===== src/rtl/matmul_pkg.sv =====
// Shared types and constants for the matmul job sequencer.
//   MEM_AW      address width of the matrix base addresses
//   DIM_BITS    width of strides and dimensions
//   TAG_W       job tag width
//   DONE_CYC_W  width of the engine run-time counter
//   job_desc_t  one queued job: tag, bases, strides, dimensions
//   seq_state_t sequencer FSM states
package matmul_pkg;

    localparam int unsigned MEM_AW     = 16;
    localparam int unsigned DIM_BITS   = 16;
    localparam int unsigned TAG_W      = 8;
    localparam int unsigned DONE_CYC_W = 32;

    typedef struct packed {
        logic [TAG_W-1:0]    tag;
        logic [MEM_AW-1:0]   abase;
        logic [MEM_AW-1:0]   bbase;
        logic [MEM_AW-1:0]   cbase;
        logic [DIM_BITS-1:0] astride;
        logic [DIM_BITS-1:0] bstride;
        logic [DIM_BITS-1:0] cstride;
        logic [DIM_BITS-1:0] arows;
        logic [DIM_BITS-1:0] acols;
        logic [DIM_BITS-1:0] bcols;
    } job_desc_t;

    typedef enum logic [2:0] {StGap, StIdle, StGo, StBusy, StResp} seq_state_t;

    // Increment that sticks at all-ones instead of wrapping.
    function automatic logic [DONE_CYC_W-1:0] sat_inc(input logic [DONE_CYC_W-1:0] v);
        return (&v) ? v : v + 1'b1;
    endfunction

endpackage


===== src/rtl/matmul_job_seq_if.sv =====
// Bundle of all non-clock/reset signals of matmul_job_seq.
//   job_*        descriptor input port (valid/ready)
//   aBASE..bCOLS engine descriptor outputs; go/ret engine handshake
//   done_*       completion record port (valid/ready)
//   spurious_ret sticky error flag
// Modports: slave = sequencer side, master = host + engine side.
interface matmul_job_seq_if;
    import matmul_pkg::*;

    logic                  job_vld;
    logic                  job_rdy;
    logic [TAG_W-1:0]      job_tag;
    logic [MEM_AW-1:0]     job_abase, job_bbase, job_cbase;
    logic [DIM_BITS-1:0]   job_astride, job_bstride, job_cstride;
    logic [DIM_BITS-1:0]   job_arows, job_acols, job_bcols;

    logic [MEM_AW-1:0]     aBASE, bBASE, cBASE;
    logic [DIM_BITS-1:0]   aSTRIDE, bSTRIDE, cSTRIDE;
    logic [DIM_BITS-1:0]   aROWS, aCOLS, bCOLS;
    logic                  go;
    logic                  ret;

    logic                  done_vld;
    logic                  done_rdy;
    logic [TAG_W-1:0]      done_tag;
    logic [DONE_CYC_W-1:0] done_cycles;
    logic                  spurious_ret;

    modport slave (
        input  job_vld, job_tag, job_abase, job_bbase, job_cbase,
               job_astride, job_bstride, job_cstride, job_arows, job_acols, job_bcols,
               ret, done_rdy,
        output job_rdy, aBASE, bBASE, cBASE, aSTRIDE, bSTRIDE, cSTRIDE,
               aROWS, aCOLS, bCOLS, go, done_vld, done_tag, done_cycles, spurious_ret
    );

    modport master (
        output job_vld, job_tag, job_abase, job_bbase, job_cbase,
               job_astride, job_bstride, job_cstride, job_arows, job_acols, job_bcols,
               ret, done_rdy,
        input  job_rdy, aBASE, bBASE, cBASE, aSTRIDE, bSTRIDE, cSTRIDE,
               aROWS, aCOLS, bCOLS, go, done_vld, done_tag, done_cycles, spurious_ret
    );

endinterface


===== src/rtl/matmul_job_fifo.sv =====
// Synchronous DEPTH-entry FIFO of job descriptors.
//   clk, rst      clock, synchronous active-high reset (empties the FIFO)
//   push, wdata   write request (ignored when full)
//   pop, rdata    read request (ignored when empty); rdata is the current head
//   full, empty   status from registered pointers only
module matmul_job_fifo
    import matmul_pkg::*;
#(
    parameter int unsigned DEPTH = 4
) (
    input  logic      clk,
    input  logic      rst,
    input  logic      push,
    input  job_desc_t wdata,
    input  logic      pop,
    output job_desc_t rdata,
    output logic      full,
    output logic      empty
);

    localparam int unsigned AW = $clog2(DEPTH);

    // Pointers carry one extra wrap bit to tell full from empty.
    logic [AW:0] wr_q, rd_q;
    job_desc_t   mem_q [DEPTH];
    logic        push_ok, pop_ok;

    assign full    = (wr_q[AW] != rd_q[AW]) && (wr_q[AW-1:0] == rd_q[AW-1:0]);
    assign empty   = (wr_q == rd_q);
    assign push_ok = push && !full;
    assign pop_ok  = pop && !empty;
    assign rdata   = mem_q[rd_q[AW-1:0]];

    always_ff @(posedge clk) begin
        if (rst) begin
            wr_q <= '0;
            rd_q <= '0;
        end else begin
            if (push_ok) wr_q <= wr_q + 1'b1;
            if (pop_ok)  rd_q <= rd_q + 1'b1;
        end
    end

    always_ff @(posedge clk) begin
        if (push_ok) mem_q[wr_q[AW-1:0]] <= wdata;
    end

endmodule


===== src/rtl/matmul_job_seq.sv =====
// Job sequencer in front of the matmul engine: queues descriptors, dispatches
// one job at a time with a go pulse, waits for ret, returns a tagged completion.
//   clk, rst  clock, synchronous active-high reset (drops queued/in-flight jobs)
//   bus       matmul_job_seq_if.slave: job port, engine port, done port, spurious_ret
// Parameters: DEPTH (FIFO entries, power of 2, >=2), GO_GAP (idle cycles between
// ret/reset release and the next go). Widths come from matmul_pkg.
// Optional feature: define MATMUL_JOB_SEQ_CYCLES_EN to report the engine run time
// in done_cycles; otherwise done_cycles is tied to 0.
module matmul_job_seq
    import matmul_pkg::*;
#(
    parameter int unsigned DEPTH  = 4,
    parameter int unsigned GO_GAP = 2
) (
    input logic             clk,
    input logic             rst,
    matmul_job_seq_if.slave bus
);

    localparam int unsigned       GapW    = (GO_GAP > 1) ? $clog2(GO_GAP) : 1;
    localparam logic [GapW-1:0]   GapLast = GapW'((GO_GAP > 0) ? GO_GAP - 1 : 0);

    seq_state_t       state_q, state_d;
    logic [GapW-1:0]  gap_q, gap_d;
    job_desc_t        desc_q, desc_d, in_desc, head_desc;
    logic [TAG_W-1:0] done_tag_q, done_tag_d;
    logic             spur_q, spur_d;
    logic             full, empty, pop, gap_done;

    assign in_desc = '{tag: bus.job_tag, abase: bus.job_abase, bbase: bus.job_bbase,
                       cbase: bus.job_cbase, astride: bus.job_astride,
                       bstride: bus.job_bstride, cstride: bus.job_cstride,
                       arows: bus.job_arows, acols: bus.job_acols, bcols: bus.job_bcols};

    matmul_job_fifo #(.DEPTH(DEPTH)) u_fifo (
        .clk   (clk),
        .rst   (rst),
        .push  (bus.job_vld),
        .wdata (in_desc),
        .pop   (pop),
        .rdata (head_desc),
        .full  (full),
        .empty (empty)
    );

    assign gap_done = (GO_GAP == 0) || (gap_q == GapLast);

    always_comb begin
        state_d    = state_q;
        gap_d      = gap_q;
        desc_d     = desc_q;
        done_tag_d = done_tag_q;
        pop        = 1'b0;
        spur_d     = spur_q || (bus.ret && (state_q != StBusy));
        unique case (state_q)
            StGap: begin
                if (gap_done) begin
                    state_d = StIdle;
                    gap_d   = '0;
                end else begin
                    gap_d = gap_q + 1'b1;
                end
            end
            StIdle: begin
                if (!empty) begin
                    pop     = 1'b1;
                    desc_d  = head_desc;
                    state_d = StGo;
                end
            end
            StGo: state_d = StBusy;
            StBusy: begin
                if (bus.ret) begin
                    done_tag_d = desc_q.tag;
                    state_d    = StResp;
                end
            end
            StResp: begin
                if (bus.done_rdy) begin
                    gap_d   = '0;
                    state_d = StGap;
                end
            end
            default: state_d = StGap;
        endcase
    end

    always_ff @(posedge clk) begin
        if (rst) begin
            state_q    <= StGap;
            gap_q      <= '0;
            desc_q     <= '0;
            done_tag_q <= '0;
            spur_q     <= 1'b0;
        end else begin
            state_q    <= state_d;
            gap_q      <= gap_d;
            desc_q     <= desc_d;
            done_tag_q <= done_tag_d;
            spur_q     <= spur_d;
        end
    end

`ifdef MATMUL_JOB_SEQ_CYCLES_EN
    // Counts the GO cycle plus every BUSY cycle up to and including the ret cycle.
    logic [DONE_CYC_W-1:0] cyc_q, cyc_d, done_cyc_q, done_cyc_d;

    always_comb begin
        cyc_d      = cyc_q;
        done_cyc_d = done_cyc_q;
        if (state_q == StGo) begin
            cyc_d = DONE_CYC_W'(1);
        end else if (state_q == StBusy) begin
            cyc_d = sat_inc(cyc_q);
            if (bus.ret) done_cyc_d = sat_inc(cyc_q);
        end
    end

    always_ff @(posedge clk) begin
        if (rst) begin
            cyc_q      <= '0;
            done_cyc_q <= '0;
        end else begin
            cyc_q      <= cyc_d;
            done_cyc_q <= done_cyc_d;
        end
    end

    assign bus.done_cycles = done_cyc_q;
`else
    assign bus.done_cycles = '0;
`endif

    assign bus.job_rdy      = !full;
    assign bus.go           = (state_q == StGo);
    assign bus.done_vld     = (state_q == StResp);
    assign bus.done_tag     = done_tag_q;
    assign bus.spurious_ret = spur_q;
    assign bus.aBASE        = desc_q.abase;
    assign bus.bBASE        = desc_q.bbase;
    assign bus.cBASE        = desc_q.cbase;
    assign bus.aSTRIDE      = desc_q.astride;
    assign bus.bSTRIDE      = desc_q.bstride;
    assign bus.cSTRIDE      = desc_q.cstride;
    assign bus.aROWS        = desc_q.arows;
    assign bus.aCOLS        = desc_q.acols;
    assign bus.bCOLS        = desc_q.bcols;

endmodule


===== src/flat_wrapper.sv =====
// flat-port wrapper written by rule: the top's interface ports become plain ports
module matmul_job_seq_flat import matmul_pkg::*;
#(
    parameter int unsigned DEPTH  = 4,
    parameter int unsigned GO_GAP = 2
)
  (clk, rst, bus_job_vld, bus_job_tag, bus_job_abase, bus_job_bbase, bus_job_cbase, bus_job_astride, bus_job_bstride, bus_job_cstride, bus_job_arows, bus_job_acols, bus_job_bcols, bus_ret, bus_done_rdy, bus_job_rdy, bus_aBASE, bus_bBASE, bus_cBASE, bus_aSTRIDE, bus_bSTRIDE, bus_cSTRIDE, bus_aROWS, bus_aCOLS, bus_bCOLS, bus_go, bus_done_vld, bus_done_tag, bus_done_cycles, bus_spurious_ret);
  matmul_job_seq_if bus_i ();
  input logic clk;
  input logic rst;
  input wire logic [$bits(bus_i.job_vld)-1:0] bus_job_vld;
  input wire logic [$bits(bus_i.job_tag)-1:0] bus_job_tag;
  input wire logic [$bits(bus_i.job_abase)-1:0] bus_job_abase;
  input wire logic [$bits(bus_i.job_bbase)-1:0] bus_job_bbase;
  input wire logic [$bits(bus_i.job_cbase)-1:0] bus_job_cbase;
  input wire logic [$bits(bus_i.job_astride)-1:0] bus_job_astride;
  input wire logic [$bits(bus_i.job_bstride)-1:0] bus_job_bstride;
  input wire logic [$bits(bus_i.job_cstride)-1:0] bus_job_cstride;
  input wire logic [$bits(bus_i.job_arows)-1:0] bus_job_arows;
  input wire logic [$bits(bus_i.job_acols)-1:0] bus_job_acols;
  input wire logic [$bits(bus_i.job_bcols)-1:0] bus_job_bcols;
  input wire logic [$bits(bus_i.ret)-1:0] bus_ret;
  input wire logic [$bits(bus_i.done_rdy)-1:0] bus_done_rdy;
  output wire logic [$bits(bus_i.job_rdy)-1:0] bus_job_rdy;
  output wire logic [$bits(bus_i.aBASE)-1:0] bus_aBASE;
  output wire logic [$bits(bus_i.bBASE)-1:0] bus_bBASE;
  output wire logic [$bits(bus_i.cBASE)-1:0] bus_cBASE;
  output wire logic [$bits(bus_i.aSTRIDE)-1:0] bus_aSTRIDE;
  output wire logic [$bits(bus_i.bSTRIDE)-1:0] bus_bSTRIDE;
  output wire logic [$bits(bus_i.cSTRIDE)-1:0] bus_cSTRIDE;
  output wire logic [$bits(bus_i.aROWS)-1:0] bus_aROWS;
  output wire logic [$bits(bus_i.aCOLS)-1:0] bus_aCOLS;
  output wire logic [$bits(bus_i.bCOLS)-1:0] bus_bCOLS;
  output wire logic [$bits(bus_i.go)-1:0] bus_go;
  output wire logic [$bits(bus_i.done_vld)-1:0] bus_done_vld;
  output wire logic [$bits(bus_i.done_tag)-1:0] bus_done_tag;
  output wire logic [$bits(bus_i.done_cycles)-1:0] bus_done_cycles;
  output wire logic [$bits(bus_i.spurious_ret)-1:0] bus_spurious_ret;
  assign bus_i.job_vld = bus_job_vld;
  assign bus_i.job_tag = bus_job_tag;
  assign bus_i.job_abase = bus_job_abase;
  assign bus_i.job_bbase = bus_job_bbase;
  assign bus_i.job_cbase = bus_job_cbase;
  assign bus_i.job_astride = bus_job_astride;
  assign bus_i.job_bstride = bus_job_bstride;
  assign bus_i.job_cstride = bus_job_cstride;
  assign bus_i.job_arows = bus_job_arows;
  assign bus_i.job_acols = bus_job_acols;
  assign bus_i.job_bcols = bus_job_bcols;
  assign bus_i.ret = bus_ret;
  assign bus_i.done_rdy = bus_done_rdy;
  assign bus_job_rdy = bus_i.job_rdy;
  assign bus_aBASE = bus_i.aBASE;
  assign bus_bBASE = bus_i.bBASE;
  assign bus_cBASE = bus_i.cBASE;
  assign bus_aSTRIDE = bus_i.aSTRIDE;
  assign bus_bSTRIDE = bus_i.bSTRIDE;
  assign bus_cSTRIDE = bus_i.cSTRIDE;
  assign bus_aROWS = bus_i.aROWS;
  assign bus_aCOLS = bus_i.aCOLS;
  assign bus_bCOLS = bus_i.bCOLS;
  assign bus_go = bus_i.go;
  assign bus_done_vld = bus_i.done_vld;
  assign bus_done_tag = bus_i.done_tag;
  assign bus_done_cycles = bus_i.done_cycles;
  assign bus_spurious_ret = bus_i.spurious_ret;
  matmul_job_seq #(.DEPTH(DEPTH), .GO_GAP(GO_GAP)) u_core (.clk(clk), .rst(rst), .bus(bus_i));
endmodule

===== config.mk =====
export PLATFORM = sky130hd
export DESIGN_NAME = matmul_job_seq_flat
export DESIGN_NICKNAME = d
export VERILOG_FILES = /design/src/rtl/matmul_pkg.sv /design/src/rtl/matmul_job_seq_if.sv /design/src/rtl/matmul_job_fifo.sv /design/src/rtl/matmul_job_seq.sv /design/src/flat_wrapper.sv
export SDC_FILE = /design/constraint.sdc
export NUM_CORES = 1
export LEC_CHECK = 0
export CAP_MARGIN = 20
export CORE_UTILIZATION = 40
export CTS_BUF_LIST = sky130_fd_sc_hd__clkbuf_8
export DETAILED_ROUTE_END_ITERATION = 7
export GPL_TIMING_DRIVEN = 0
export HOLD_SLACK_MARGIN = 0.08
export PLACE_DENSITY = 0.61
export SLEW_MARGIN = 20
export SYNTH_ARGS = -nofsm -noshare
export SYNTH_HDL_FRONTEND = slang
export SYNTH_HIERARCHICAL = 1
export SYNTH_SLANG_ARGS = --single-unit

===== constraint.sdc =====
create_clock -name clk -period 13.3 [get_ports clk]
set_input_delay 3.99 -clock clk [delete_from_list [all_inputs] [get_ports clk]]
set_output_delay 3.99 -clock clk [all_outputs]
set_load 0.05 [all_outputs]

== Word level (Yosys, flattened, before mapping) ==
Memories as Yosys holds them, arrays and structs flattened. A register that Yosys moved wholly into a read port is not among the register bits.
Cells that the tools add are included.
Word-level totals
  register bits: 19
  bits in writable memories: 608
  input bits: 157
  output and inout bits: 188
  word-level logic and storage cells: 48
  memories kept: 1
Memories
  u_core.u_fifo.mem_q: words 4, width 152, read ports 1, clocked after memory_dff 1, wr ports 1, line matmul_job_fifo.sv:25  | job_desc_t mem_q [DEPTH];
Operators by class
  add/sub/neg operators: 3
  equal/unequal tests: 12
  muxes and demuxes: 12
  bitwise logic cells: 1
  reduce and logical (&&, ||, !) cells: 13
Operators by type and width (number)
  $pmux 3 s5: 1
  $mux 3: 4
  $add 3x1->3 const B: 2
  $eq 3x2->1 const B: 2
  $mux 1: 6
  $ne 2x2->1 const B: 3
  $reduce_and 2->1: 3
  $logic_and 1x1->1: 4
  $reduce_and 4->1: 1
  $eq 3x1->1 const B: 1
  $eq 3x3->1: 1
  $eq 3x3->1 const B: 1
  $logic_not 3->1: 1
  $ne 3x2->1 const B: 1
  $eq 2x2->1: 1
  $logic_not 1->1: 2
  $ne 2x1->1 const B: 1
  $pmux 1 s2: 1
  $reduce_bool 2->1: 1
  $add 1x1->1 const B: 1
  $logic_or 1x1->1: 1
  $ne 1x1->1: 1
  $not 1->1: 1

== Depth between registers and ports, before layout ==
  depth after elaboration: 6
  depth in mapped cells: 11

== Cells and area by module ==
Netlist, hierarchy kept.
By module, submodules not included
  matmul_job_fifo: instances 1, cells an instance 862, area an instance 22465.3 µm²
  matmul_job_seq: instances 1, cells an instance 900, area an instance 7065.5 µm²

== Worst setup path after synthesis ==
OpenSTA, ideal clock, no wires.
  kind: input port to flip-flop
  from: input port bus_job_vld
  to: memory u_core/u_fifo/mem_q[3][0] (netlist name), enable pin
  library setup time: 0.754 ns
  data arrival time: 11.653 ns
  data required time: 12.546 ns
  setup slack: 0.894 ns
  stages on the path: 2
  buffers on the path: 0
  path through: nand2_1 -> a31oi_1
Between the ends
  longest elaborated chain between the ends: 3
RTL lines
  from (decl): line flat_wrapper.sv:11  | input wire logic [$bits(bus_i.job_vld)-1:0] bus_job_vld;
  $logic_and 1x1->1: line matmul_job_fifo.sv:30  | assign push_ok = push && !full;
  $mux 1: line matmul_job_fifo.sv:45  | if (push_ok) mem_q[wr_q[AW-1:0]] <= wdata;
  $mux 1 (not written as such): line matmul_job_fifo.sv:45
  to (decl): line matmul_job_fifo.sv:25
No other way between the ends.

== Worst setup path after layout ==
  from: register u_core.u_fifo.wr_q[0]
  to: output port bus_job_rdy
Between the ends
  longest elaborated chain between the ends: 3
RTL lines
  from (decl): line matmul_job_fifo.sv:24  | logic [AW:0] wr_q, rd_q;
  from (signal assigned): line matmul_job_fifo.sv:39  | if (push_ok) wr_q <= wr_q + 1'b1;
  $eq 2x2->1: line matmul_job_fifo.sv:28  | assign full = (wr_q[AW] != rd_q[AW]) && (wr_q[AW-1:0] == rd_q[AW-1:0]);
  $logic_and 1x1->1: line matmul_job_fifo.sv:28
  via u_core.full: line matmul_job_seq.sv:28  | logic full, empty, pop, gap_done;
  $logic_not 1->1: line matmul_job_seq.sv:134  | assign bus.job_rdy = !full;
  to (decl): line flat_wrapper.sv:24  | output wire logic [$bits(bus_i.job_rdy)-1:0] bus_job_rdy;
The timed path passes the listed nets, and every way through them passes these cells.

==> out/results.tsv <==
stage	metric	value	unit
sta	hold_viol_final	0	
cts	cts_sinks	781	
flow_run	max_cap_viol_count	0	
routing	drt-vias-per-instance	4.820	
finish	fin_nets	2424	
finish	syn2layout_area_growth	25.79	%
yosys	ys_types	41	
sta	max_freq	143.0	MHz
sta	fin_crit_sh	0.5258	
routing	drt_pre_antenna_iters	5	
yosys	synth-seq-cells	781	
setup_path	required	9310	ps
finish	fin_area	37150	um2
grt	antenna_found_initial	9	
setup_path	crit_family	buffers and inverters	
grt	overflow	0	
min_path	hold_path.class	register to register	
power	powerDensity	185.7	nW/um2
yosys	yosysWarningCount	6	
cts	ctsHoldBuffers	0	
die	die_x	273.7	um
cts	clockRootBuffer	clkbuf_8	
setup_path	path_cells	xnor2_1 -> nand2_1 -> nor2_1 -> inv_1 -> clkdlybuf4s50_1	
grt	grt_max_degree	41	
yosys	synth_top_area_share	0.6183	
place	portBuffers	312	
place	dpl-instance-area	34590	um2
yosys	synth_area_leader_cell	edfxtp_1	
finish	stdcell_count	3334	
yosys	netlist_instances	1762	
sta	min_period	6993	ps
routing	wl_per_cell	19.96	um
yosys	seq_area_frac_synth	0.7355	
setup_path	slowest_stage	clkdlybuf4s50_1	
grt	grt_pass1_wl	99.31	mm
setup_path	crit_arrival	3000	ps
grt	grt_pass1_vias	16780	
place	gp_congestion	0.7650	
finish	multi_input_area	6076	um2
yosys	synth.area.top_cells	edfxtp_1 62%, dfxtp_1 12%, mux4_2 12%, buf_4 4.5%, nand2_1 4.1%	
place	dp_cells	3087	
cts	cts_tree	built	
run_status	status	finished, final reports clean	
die	top_level_ports	345	
sta	setup_ws	6307	ps
power	ir_drop	0.00009752	V
die	core_area	72960	um2
sta	slew_headroom	0.2856	
cts	clk_path_buf_depth	3	
die	initial_utilization	0.4048	
finish	seqCellArea	21720	um2
setup_path	critPathLaunchType	register	
finish	nFillCells	6046	
finish	drive_above_1_share	0.2449	
cts	cts_resized	0	
cts	post_cts_buffers	0	
routing	ant_nets	0	
cts	clock_latency	770	ps
die	rows	99	
setup_path	critPathMaxStageDelay	700	ps
die	die_area	74920	um2
sta	tightestPinTransition	1072	ps
place	dpl.hpwl	42.60	mm
die	die_h	273.7	um
sta	setup_viol	0	
cts	clkTransAtPathRegs	60	ps
power	leakage	12.65	nW
setup_path	worst-path-buf-inv	2	
routing	drc	0	
grt	grt_use_total	0.1789	
setup_path	end_kind	output port	
cts	htree_levels	4	
place	preCtsSetupSlack	6867	ps
routing	drt-initial-drc-count	921	
yosys	avgSynthCellArea	16.76	um2
sta	slew_viol_final	0	
yosys	syn_area	29530	um2
routing	postRouteWirelength	66.53	mm
sta	grt_setup_unrepaired	false	
routing	num_vias	16070	
cts	cts_buffers	132	
setup_path	critPathKind	register to output port	
setup_path	crit_fanout	8	
sta	clock_skew	31.68	ps
[per-stage QoR]
stage | TNS (ps) | util | total power [W] | hold slack, ps
3_3_place_gp | -1112090 | 0.4656 | 0.004975 | 439.4
5_1_grt | 0 | 0.5091 | 0.007223 | 462.9
3_5_place_dp | 0 | 0.4741 | 0.004974 | 443.6
6_report | 0 | 0.5091 | 0.006899 | 448.7
2_1_floorplan | 0 | - | 0.004397 | 432.2
4_1_cts | 0 | 0.5090 | 0.007020 | 454.1
[per-layer routing]
layer,part of all wire,GRT usage
met5,0.0013,0
met1,0.40,0.2180
met2,0.51,0.3034
met4,0.022,0.06660
met3,0.059,0.04816
[Yosys cell counts, drive strengths merged]
library cell and instances:
ha 5, clkbuf 33, a2111oi 1, or4 1, nand2 326, a21o 1, nor2 5, a211o 2
a22oi 1, dfxtp 173, a21oi 165, mux4 152, or3 1, a41oi 2, edfxtp 608, a31oi 4
inv 6, nor3 2, conb 1, and3 1, and4b 1, o21ai 4, nand2b 1, or4b 1
nor3b 6, nand4 2, nand4b 1, and2 3, o31ai 1, nand3 3, xor2 3, buf 234
o211ai 5, nor2b 1, nand3b 2, clkinv 1, xnor2 3
[cells in the final DEF (no fill, tap or decap), types with 3 or more instances in the layout]
master	instances
inv_6	3
mux4_2	152
buf_4	176
nand3_1	3
clkinv_1	7
clkinv_8	4
clkbuf_1	31
nor3b_1	6
nand2_1	326
o211ai_1	5
buf_16	19
dfxtp_1	173
nor2_1	5
conb_1	32
clkdlybuf4s50_1	312
xor2_1	3
a21oi_1	165
ha_1	5
buf_12	3
o21ai_0	4
buf_2	35
inv_1	73
edfxtp_1	608
and2_4	3
buf_6	17
diode_2	3
clkinvlp_4	6
buf_1	5
xnor2_1	3
a31oi_1	3
clkinv_2	6
clkbuf_8	150
[path summary, 6_finish.rpt]
kind / end / cells after the start / from / slack, ps
hold reg to reg: u_core/bus.done_tag[7] / 2 / u_core/desc_q[151] / 450
setup / recovery: bus_job_rdy / 5 / u_core/u_fifo/wr_q[0] / 6310
hold / removal: u_core/bus.done_tag[7] / 2 / u_core/desc_q[151] / 450
setup reg to reg: u_core/u_fifo/rd_q[0] / 10 / u_core/u_fifo/wr_q[0] / 9870
[cell families (layout without fill, tap and decap cells)]
logic type | after synthesis | after routing | synth area share
xor+xnor | 6 | 6 | 0.001780
mux | 152 | 152 | 0.1159
simple gates | 357 | 357 | 0.04809
buf+inv | 274 | 853 | 0.06343
flops | 781 | 781 | 0.7355
compound gates | 186 | 186 | 0.03301
other cells | 1 | 35 | 0.0001270
fa+ha+maj | 5 | 5 | 0.002118
[tightest hold or removal path: stages (launching register included)]
cell     delay, ps
dfxtp_1        310
nand2_1         50
a21oi_1         50
[report_power, final]
part / internal [W] / switching, W / total [W] / leakage (nW)
logic: 0.000768 / 0.00104 / 0.00181 / 4.14
registers: 0.00298 / 0.0000969 / 0.00308 / 6.99
clock network: 0.00106 / 0.000952 / 0.00201 / 1.53
total: 0.00481 / 0.00209 / 0.00690 / 12.7
[layout make-up]
| class | count | share of cell area |
|---|---|---|
| Sequential cell | 781 | 0.5847 |
| Multi-Input combinational cell | 738 | 0.1636 |
| Timing Repair Buffer | 335 | 0.1002 |
| Clock buffer | 150 | 0.05558 |
| Buffer | 267 | 0.04975 |
| Tap cell | 959 | 0.03230 |
| Clock inverter | 94 | 0.01293 |
| Inverter | 7 | 0.0007410 |
| Antenna cell | 3 | 0.0002021 |
[registers in the layout, indices dropped and copies added (netlist names), 8 cells and up, named ones only]
name / count
u_core/u_fifo/mem_q: 608
u_core/bus.aBASE: 16
u_core/bus.aCOLS: 16
u_core/bus.aROWS: 16
u_core/bus.aSTRIDE: 16
u_core/bus.bBASE: 16
u_core/bus.bCOLS: 16
u_core/bus.bSTRIDE: 16
u_core/bus.cBASE: 16
u_core/bus.cSTRIDE: 16
u_core/bus.done_tag: 8
u_core/desc_q: 8
Note: power is estimated with default switching activity, not from simulation.
